--- config.mk ---
export PLATFORM = sky130hd
export DESIGN_NAME = rx_word_aligner_flat
export DESIGN_NICKNAME = d
export VERILOG_FILES = /design/src/rtl/serdes_pkg.sv /design/src/rtl/rx_word_aligner_if.sv /design/src/rtl/rx_word_aligner_comma_detect.sv /design/src/rtl/rx_word_aligner.sv /design/src/flat_wrapper.sv
export SDC_FILE = /design/constraint.sdc
export NUM_CORES = 1
export LEC_CHECK = 0
export CAP_MARGIN = 20
export CORE_ASPECT_RATIO = 0.7
export CORE_MARGIN = 3
export CORE_UTILIZATION = 25
export DETAILED_ROUTE_END_ITERATION = 16
export DONT_BUFFER_PORTS = 1
export PLACE_DENSITY = 0.5
export SYNTH_ARGS = -nofsm -noshare
export SYNTH_HDL_FRONTEND = slang
export SYNTH_SLANG_ARGS = --single-unit
export TNS_END_PERCENT = 100
--- constraint.sdc ---
create_clock -name i_Clk -period 2.25 [get_ports i_Clk]
set_input_delay 0.45 -clock i_Clk [delete_from_list [all_inputs] [get_ports i_Clk]]
set_output_delay 0.45 -clock i_Clk [all_outputs]
set_load 0.01 [all_outputs]
--- src/rtl/serdes_pkg.sv ---
// ============================================================================
// Module      : serdes_pkg
// Description : Shared 8b/10b link constants and the aligner state type.
// Revision    : 1.0 - initial release
// ============================================================================
`default_nettype none

package serdes_pkg;

  localparam int WORD_W = 10;

  localparam logic [WORD_W-1:0] K28_5_RDN = 10'h17C;
  localparam logic [WORD_W-1:0] K28_5_RDP = 10'h283;

  typedef enum logic [1:0] {
    HUNT   = 2'd0,
    VERIFY = 2'd1,
    LOCKED = 2'd2
  } align_state_t;

endpackage

`default_nettype wire

--- src/rtl/rx_word_aligner_if.sv ---
// ============================================================================
// Module      : rx_word_aligner_if
// Description : Serial-in / aligned-word-out bundle of the receive aligner.
//               o_Err_Cnt exists only when RX_ALIGN_ERR_CNT_EN is defined.
// Revision    : 1.0 - initial release
// ============================================================================
`default_nettype none

interface rx_word_aligner_if;
  import serdes_pkg::*;

  logic              i_Bit_Valid;
  logic              i_Ser_Data;
  logic [WORD_W-1:0] o_10B;
  logic              o_Word_Valid;
  logic              o_Comma;
  logic              o_Locked;
  logic              o_Realign;
`ifdef RX_ALIGN_ERR_CNT_EN
  logic [15:0]       o_Err_Cnt;
`endif

  modport master (
    output i_Bit_Valid,
    output i_Ser_Data,
    input  o_10B,
    input  o_Word_Valid,
    input  o_Comma,
    input  o_Locked,
    input  o_Realign
`ifdef RX_ALIGN_ERR_CNT_EN
    , input o_Err_Cnt
`endif
  );

  modport slave (
    input  i_Bit_Valid,
    input  i_Ser_Data,
    output o_10B,
    output o_Word_Valid,
    output o_Comma,
    output o_Locked,
    output o_Realign
`ifdef RX_ALIGN_ERR_CNT_EN
    , output o_Err_Cnt
`endif
  );

endinterface

`default_nettype wire

--- src/rtl/rx_word_aligner_comma_detect.sv ---
// ============================================================================
// Module      : comma_detect
// Description : Flags a 10-bit window equal to K28.5 of either disparity.
// Revision    : 1.0 - initial release
// ============================================================================
`default_nettype none

module comma_detect
  import serdes_pkg::*;
(
  input  logic [WORD_W-1:0] i_window,
  output logic              o_hit
);

  assign o_hit = (i_window == K28_5_RDN) || (i_window == K28_5_RDP);

endmodule

`default_nettype wire

--- src/rtl/rx_word_aligner.sv ---
// ============================================================================
// Module      : rx_word_aligner
// Description : K28.5 comma hunter and 10-bit word aligner (HUNT/VERIFY/LOCKED).
//               Define RX_ALIGN_ERR_CNT_EN to add the o_Err_Cnt slip counter.
// Revision    : 1.0 - initial release
// ============================================================================
`default_nettype none

module rx_word_aligner #(
  parameter int LOCK_COMMAS = 3,
  parameter int LOSS_COMMAS = 2
) (
  input  logic               i_Clk,
  input  logic               i_Rst,
  rx_word_aligner_if.slave   bus
);
  import serdes_pkg::*;

  localparam int GOOD_W = $clog2(LOCK_COMMAS + 1);
  localparam int BAD_W  = $clog2(LOSS_COMMAS + 1);
  localparam int CNT_W  = $clog2(WORD_W);

  localparam logic [GOOD_W-1:0] GOOD_MAX = GOOD_W'(LOCK_COMMAS);
  localparam logic [BAD_W-1:0]  BAD_MAX  = BAD_W'(LOSS_COMMAS);
  localparam logic [CNT_W-1:0]  LAST_BIT = CNT_W'(WORD_W - 1);

  // Bit 0 of the history would never be read again, so only [9:1] is held.
  logic [WORD_W-1:1] shift_q,     shift_d;
  logic [CNT_W-1:0]  bit_cnt_q,   bit_cnt_d;
  logic [GOOD_W-1:0] good_q,      good_d;
  logic [BAD_W-1:0]  bad_q,       bad_d;
  align_state_t      state_q,     state_d;
  logic [WORD_W-1:0] word_q,      word_d;
  logic              word_vld_q,  word_vld_d;
  logic              comma_q,     comma_d;
  logic              locked_q,    locked_d;
  logic              realign_q,   realign_d;
`ifdef RX_ALIGN_ERR_CNT_EN
  logic [15:0]       err_q,       err_d;
`endif

  logic [WORD_W-1:0] w_window;
  logic              w_hit;
  logic              w_boundary;
  logic              w_do_realign;

  assign w_window   = {bus.i_Ser_Data, shift_q};
  assign w_boundary = bus.i_Bit_Valid && (bit_cnt_q == LAST_BIT);

  comma_detect u_comma_detect (
    .i_window (w_window),
    .o_hit    (w_hit)
  );

  always_comb begin
    shift_d      = shift_q;
    bit_cnt_d    = bit_cnt_q;
    good_d       = good_q;
    bad_d        = bad_q;
    state_d      = state_q;
    word_d       = word_q;
    word_vld_d   = 1'b0;
    comma_d      = 1'b0;
    realign_d    = 1'b0;
    w_do_realign = 1'b0;
`ifdef RX_ALIGN_ERR_CNT_EN
    err_d        = err_q;
`endif

    if (bus.i_Bit_Valid) begin
      shift_d   = w_window[WORD_W-1:1];
      bit_cnt_d = w_boundary ? '0 : bit_cnt_q + 1'b1;

      case (state_q)
        HUNT: begin
          if (w_hit) w_do_realign = 1'b1;
        end
        VERIFY: begin
          if (w_boundary) begin
            word_d     = w_window;
            word_vld_d = 1'b1;
            comma_d    = w_hit;
            if (w_hit) begin
              if (good_q != GOOD_MAX) good_d = good_q + 1'b1;
              if (good_d == GOOD_MAX) state_d = LOCKED;
            end
          end else if (w_hit) begin
            w_do_realign = 1'b1;
          end
        end
        LOCKED: begin
          if (w_boundary) begin
            word_d     = w_window;
            word_vld_d = 1'b1;
            comma_d    = w_hit;
            if (w_hit) bad_d = '0;
          end else if (w_hit) begin
`ifdef RX_ALIGN_ERR_CNT_EN
            if (err_q != 16'hFFFF) err_d = err_q + 16'd1;
`endif
            if (bad_q >= BAD_MAX - 1'b1) w_do_realign = 1'b1;
            else                         bad_d = bad_q + 1'b1;
          end
        end
        default: state_d = HUNT;
      endcase

      // The comma just completed becomes word 0 of the new phase.
      if (w_do_realign) begin
        bit_cnt_d  = '0;
        word_d     = w_window;
        word_vld_d = 1'b1;
        comma_d    = 1'b1;
        realign_d  = 1'b1;
        good_d     = GOOD_W'(1);
        bad_d      = '0;
        state_d    = VERIFY;
      end
    end

    locked_d = (state_d == LOCKED);
  end

  always_ff @(posedge i_Clk) begin
    if (i_Rst) begin
      shift_q    <= '0;
      bit_cnt_q  <= '0;
      good_q     <= '0;
      bad_q      <= '0;
      state_q    <= HUNT;
      word_q     <= '0;
      word_vld_q <= 1'b0;
      comma_q    <= 1'b0;
      locked_q   <= 1'b0;
      realign_q  <= 1'b0;
`ifdef RX_ALIGN_ERR_CNT_EN
      err_q      <= '0;
`endif
    end else begin
      shift_q    <= shift_d;
      bit_cnt_q  <= bit_cnt_d;
      good_q     <= good_d;
      bad_q      <= bad_d;
      state_q    <= state_d;
      word_q     <= word_d;
      word_vld_q <= word_vld_d;
      comma_q    <= comma_d;
      locked_q   <= locked_d;
      realign_q  <= realign_d;
`ifdef RX_ALIGN_ERR_CNT_EN
      err_q      <= err_d;
`endif
    end
  end

  assign bus.o_10B        = word_q;
  assign bus.o_Word_Valid = word_vld_q;
  assign bus.o_Comma      = comma_q;
  assign bus.o_Locked     = locked_q;
  assign bus.o_Realign    = realign_q;
`ifdef RX_ALIGN_ERR_CNT_EN
  assign bus.o_Err_Cnt    = err_q;
`endif

endmodule

`default_nettype wire

--- src/flat_wrapper.sv ---
// flat-port wrapper written by rule: the top's interface ports become plain ports
module rx_word_aligner_flat import serdes_pkg::*;
#(
  parameter int LOCK_COMMAS = 3,
  parameter int LOSS_COMMAS = 2
)
  (i_Clk, i_Rst, bus_i_Bit_Valid, bus_i_Ser_Data, bus_o_10B, bus_o_Word_Valid, bus_o_Comma, bus_o_Locked, bus_o_Realign);
  rx_word_aligner_if bus_i ();
  input  logic i_Clk;
  input  logic i_Rst;
  input wire logic [$bits(bus_i.i_Bit_Valid)-1:0] bus_i_Bit_Valid;
  input wire logic [$bits(bus_i.i_Ser_Data)-1:0] bus_i_Ser_Data;
  output wire logic [$bits(bus_i.o_10B)-1:0] bus_o_10B;
  output wire logic [$bits(bus_i.o_Word_Valid)-1:0] bus_o_Word_Valid;
  output wire logic [$bits(bus_i.o_Comma)-1:0] bus_o_Comma;
  output wire logic [$bits(bus_i.o_Locked)-1:0] bus_o_Locked;
  output wire logic [$bits(bus_i.o_Realign)-1:0] bus_o_Realign;
  assign bus_i.i_Bit_Valid = bus_i_Bit_Valid;
  assign bus_i.i_Ser_Data = bus_i_Ser_Data;
  assign bus_o_10B = bus_i.o_10B;
  assign bus_o_Word_Valid = bus_i.o_Word_Valid;
  assign bus_o_Comma = bus_i.o_Comma;
  assign bus_o_Locked = bus_i.o_Locked;
  assign bus_o_Realign = bus_i.o_Realign;
  rx_word_aligner #(.LOCK_COMMAS(LOCK_COMMAS), .LOSS_COMMAS(LOSS_COMMAS)) u_core (.i_Clk(i_Clk), .i_Rst(i_Rst), .bus(bus_i));
endmodule
# --- Word level (Yosys, flattened, before mapping) ---
# Cells that the tools add are included.
word_totals:
  ff_bits: 33
  inputBits: 4
  output_inout_bits: 14
  wordCells: 78
op_classes:
  n_addsub: 3
  magnitude_cmp: 1
  n_eq_ne: 9
  mux: 40
  bitwise_logic: 1
  n_reduce_logical: 14
ops:
  columns: ["operator", "count"]
  rows:
  - ["2-to-1 mux 2 bit", 20]
  - ["2-to-1 mux 10 bit", 3]
  - ["2-to-1 mux 1 bit", 13]
  - ["== test 10 bit, second input constant", 1]
  - ["== test 10 x 9 -> 1 bit, second input constant", 1]
  - ["nonzero test 2 bit", 5]
  - ["2-to-1 mux 4 bit", 2]
  - ["AND reduction 4 bit", 2]
  - ["== test 2 bit, second input constant", 3]
  - ["OR reduction 2 bit", 3]
  - ["adder 2 x 1 -> 2 bit, second input constant", 2]
  - ["adder 4 x 1 -> 4 bit, second input constant", 1]
  - ["== test 4 bit, second input constant", 1]
  - ["one-hot mux 2 bit (2 select lines)", 1]
  - ["inequality test 3 x 2 -> 1 bit, second input constant", 1]
  - ["one-hot mux 1 bit (3 select lines)", 1]
  - ["AND reduction 3 bit", 1]
  - ["== test 2 x 1 -> 1 bit, second input constant", 1]
  - ["greater-or-equal comparator 2 x 1 -> 1 bit, second input constant", 1]
  - ["zero test 2 bit", 1]
  - ["inequality test 2 bit, second input constant", 1]
  - ["logical AND 1 bit", 1]
  - ["logical OR 1 bit", 1]
  - ["NOT 1 bit", 1]

# --- Longest topological paths before layout ---
depth:
  word_depth: 14
  mapped_depth: 8
  depth_no_buf: 7

# --- By module ---
# From an unflattened synthesis, not the netlist that was laid out.
hier_totals:
  hier_cells: 164
  area_unflattened_um2: 1525.2
modules_own_cells:
  columns: ["module", "n_inst", "cells_per_inst", "area_each_um2", "seq_area_each_um2"]
  rows:
  - ["rx_word_aligner", 1, 157, 1460.2, 660.6]
  - ["comma_detect", 1, 7, 65.1, 0.0]

# --- Worst setup path after synthesis ---
# No wires, ideal clock.
synth_timing:
  path_kind: "reg-to-reg"
  startpoint: "reg u_core.state_q[0]"
  endpoint: "reg u_core.word_q[0], in the netlist u_core.bus.o_10B[0]"
  setup_ps: 72
  arrival_time_ps: 1850
  required_ps: 2178
  setup_slack_ps: 328
  path_stages_with_launch: 9
  path_buffers: 1
  synth_period_minus_slack_ps: 1922
  path_cell_list: "dfxtp_1 inv_1 ha_1 inv_1 a221oi_4 a21bo_4 a21oi_4 buf_12 mux2i_1"
synth_between:
  elab_chain_cells: 5
  elab_cells_between_ends: 10
  classes_between: "2 x eq/ne; 3 x mux; 5 x reduce/logical"
synth_lines:
  columns: ["item", "line", "source"]
  rows:
  - ["start: declaration", "rx_word_aligner.sv:32", "align_state_t state_q, state_d;"]
  - ["start signal: assignment", "rx_word_aligner.sv:144", "state_q <= state_d;"]
  - ["== test 2 bit (tied with other cells)", "rx_word_aligner.sv:74", "case (state_q)"]
  - ["one-hot mux 1 bit (3 select lines)", "rx_word_aligner.sv:74", null]
  - ["2-to-1 mux 1 bit", "rx_word_aligner.sv:70", "if (bus.i_Bit_Valid) begin"]
  - ["nonzero test 2 bit (no line)", null, null]
  - ["AND reduction 3 bit (no line)", null, null]
  - ["end signal: assignment", "rx_word_aligner.sv:145", "word_q <= word_d;"]
  - ["end: declaration", "rx_word_aligner.sv:33", "logic [WORD_W-1:0] word_q, word_d;"]
# Parallel ways exist; a longest one is shown, timed or not. The select of a mux whose other input is x is not followed.
# A chain may end at the register's enable or synchronous reset.

# --- Worst setup path after layout ---
layout_timing:
  startpoint: "reg u_core.state_q[0]"
  endpoint: "reg u_core.word_q[4], in the netlist u_core.bus.o_10B[4]"
# Same word-level chain as after synthesis.

==> out/qor.yml <==
outcome:
  status: "finished clean"
flow_run:
  maxCapViolCount: 0
grt:
  grt_pass1_wl_mm: 6.05
  grt_pass1_vias: 1177
  grt_usage_pct: 10.0
  grt_max_degree: 43
  gr-total-overflow: 0
  antenna_found_initial: 0
detailed_routing:
  firstDrtPassIters: 4
  drc_errors: 0
  vias: 1285
  first_iter_violations: 71
  vias_per_cell: 4.66
  avgRoutedWirePerCell_um: 13.0
  routed_wl_mm: 3.59
  postRouteAntennaNets: 0
clocking:
  insertion_delay_ns: 0.28
  postCtsSetupBuffers: 0
  ctsHoldBuffers: 0
  htree_levels: 2
  cts.sink_count: 33
  cts.clk_slew.worst_paths_ns: 0.07
  tritoncts: "done"
  clock_path_buffers: 2
  cts_buffers: 5
  cts.repair.resized: 0
  root_buffer: "clkbuf_8"
layout:
  fin_area_sq_um: 1890
  antenna_cells: 0
  seqCellArea_sq_um: 661
  multi_input_area_sq_um: 962
  drive_above_1_share_pct: 9.73
  syn2layout_area_growth_pct: 11.1
  fillers: 677
  final_nets: 196
sta:
  setup_viol: 0
  tns_ns: 0
  post-route-min-period_ns: 2.07
  maxSlewViolCount: 0
  hold_slack_ns: 0.237
  fmax_ghz: 0.484
  post-route-period-util_pct: 91.8
  grt_setup_unrepaired: "no"
  worst_pin_slew_ns: 0.528
  fin_ws_ns: 0.185
  skew_ns: 0.00282
  slew-limit-headroom_pct: 64.5
  finalHoldViolations: 0
hold_path:
  hold_start: "i_Rst"
  hold_class: "primary input to register"
critical_path:
  cp_slowest_cell: "dfxtp_1"
  crit_path_start_kind: "register"
  crit_arrival_ns: 2.27
  r2r_end: "u_core.bus.o_10B[4]"
  cp_max_fo: 10
  worstSetupEndpoint: "u_core.bus.o_10B[4]"
  rrSetupSlack_ns: 0.18
  path_cells: "inv_1 > ha_1 > inv_1 > a221oi_4 > a21bo_4 > a21oi_4 > buf_12 > mux2i_1"
  reg2reg_from: "u_core.state_q[0]"
  crit_path_start: "u_core.state_q[0]"
  endpoint_kind: "register"
  r2r_cells: 8
  cpMostUsedCell: "inv_1"
  cp_slowest_stage_delay_ns: 0.35
  worstSetupPathType: "register to register"
  required_ns: 2.45
placed_design:
  place_area_sq_um: 1800
  post-place-ws_ns: 0.188
  gp_congestion: 0.881
  port_buffers: 0
  dp_hpwl_mm: 2.59
power:
  power.density_nw_per_um2: 569
  ir_worst_vdd_uv: 252
  p_leak_nw: 0.694
die:
  die_w_um: 105
  fp-row-count: 24
  ioPinCount: 18
  die_h_um: 75.0
  core-area_sq_um: 6400
  initial_core_util_pct: 26.6
  dieArea_sq_um: 7840
synthesis:
  yosys_warnings: 0
  syn_nets: 194
  syn-cell-area_sq_um: 1700
  yosysSeqAreaShare_pct: 38.9
  syn_avg_cell_area_sq_um: 9.28
  ys_seq_elements: 33
  ys_types: 35
  synthCells: 183
-- layout by cell type, fill, tap and decap left out, types with 4 or more instances in the layout --
cell type	netlist	routed
nand4_1	4	4
dfxtp_1	33	33
nor2_1	21	21
inv_1	8	8
nand2_1	11	11
clkbuf_8	0	6
nand2b_1	22	22
and4bb_2	4	4
mux2i_1	20	20
ha_1	7	7
nand3_1	4	4
nor3_1	7	7
a21oi_1	5	5
-- synth_stat cells --
library cell  number  area, sq um
dfxtp_1           33          661
nand2b_1          22          138
nor2_1            21         78.8
mux2i_1           20          200
nand2_1           11         41.3
inv_1              8         30.0
ha_1               7         87.6
nor3_1             7         35.0
clkbuf_1           6         22.5
a21oi_1            5         25.0
and4bb_2           4         50.1
nand3_1            4         20.0
nand4_1            4         25.0
a211o_1            3         26.3
a22oi_1            3         22.5
o21ai_0            3         15.0
a2111oi_0          2         17.5
a21o_1             2         15.0
nor3b_1            2         15.0
a211oi_1           1         7.51
a21bo_4            1         16.3
a21boi_0           1         7.51
a21oi_4            1         16.3
a221oi_1           1         8.76
a221oi_4           1         26.3
a31oi_1            1         6.26
a32oi_1            1         8.76
a41o_1             1         10.0
and2_1             1         6.26
and3_1             1         6.26
and4b_1            1         10.0
and4b_4            1         13.8
buf_1              1         3.75
buf_12             1         20.0
or2_2              1         6.26
-- area by class of cell --
type                    instances  share of cell area (%)
well taps                      91                    6.03
inverters                       8                    1.59
multi-input cells             134                    51.0
flip-flops and latches         33                    35.0
clock buffers                   7                    4.57
repair buffers                  3                    1.86
-- worst max-delay path: cells and delay by family (launching register included) --
family	cells	cell delay (ns)
compound gates	3	0.76
fa+ha+maj	1	0.24
mux	1	0.20
buf+inv	3	0.46
flops	1	0.35
-- flip-flops by register name, summed over array words and instances, names as in the netlist --
signal                   cells
u_core.bus.o_10B            10
u_core.shift_q               9
u_core.bit_cnt_q             4
u_core.bad_q                 2
u_core.good_q                2
u_core.state_q               2
u_core.bus.o_Comma           1
u_core.bus.o_Locked          1
u_core.bus.o_Realign         1
u_core.bus.o_Word_Valid      1
-- per-layer routing --
layer  share of wire [%]  wire length [um]  vias up  GRT usage (%)
met5                   0                 0        -              0
met4                 1.8                63        0           4.72
met3                 6.6               238        6           4.11
met2                  39              1390       29           14.0
met1                  53              1900      604           13.4
li1                    -                 -      646              -
-- report_power, final --
part | total (W) | switching, W | internal [W]
logic | 0.0000288 | 0.0000102 | 0.0000187
clock network | 0.000451 | 0.000209 | 0.000243
registers | 0.000595 | 0.00000610 | 0.000589
total | 0.00108 | 0.000225 | 0.000850
-- metrics by stage --
step	instances	util, %	total power, W
4_1_cts	276	29.5	0.00109
2_1_floorplan	183	-	0.000645
3_3_place_gp	269	28.2	0.000637
6_report	276	29.5	0.00108
3_5_place_dp	269	28.2	0.000638
5_1_grt	276	29.5	0.00112
-- worst min-delay path by stage --
stage | to | slack, ns | cells after the start
after global routing | u_core.shift_q[4] | 0.22 | 1
after detailed placement | u_core.bus.o_10B[0] | 0.50 | 2
after CTS | u_core.shift_q[6] | 0.23 | 1
final | u_core.shift_q[6] | 0.24 | 1
after global placement | u_core.bus.o_10B[0] | 0.49 | 2
after floorplan | u_core.bus.o_10B[0] | 0.47 | 2
-- cells by family after synthesis --
kind of cell | Yosys count | synth area share [%]
simple gates | 80 | 26.2
compound gates | 27 | 13.5
mux | 20 | 11.8
flops | 33 | 38.9
fa+ha+maj | 7 | 5.15
buf+inv | 16 | 4.49
Note: power is estimated with default switching activity, not from simulation.
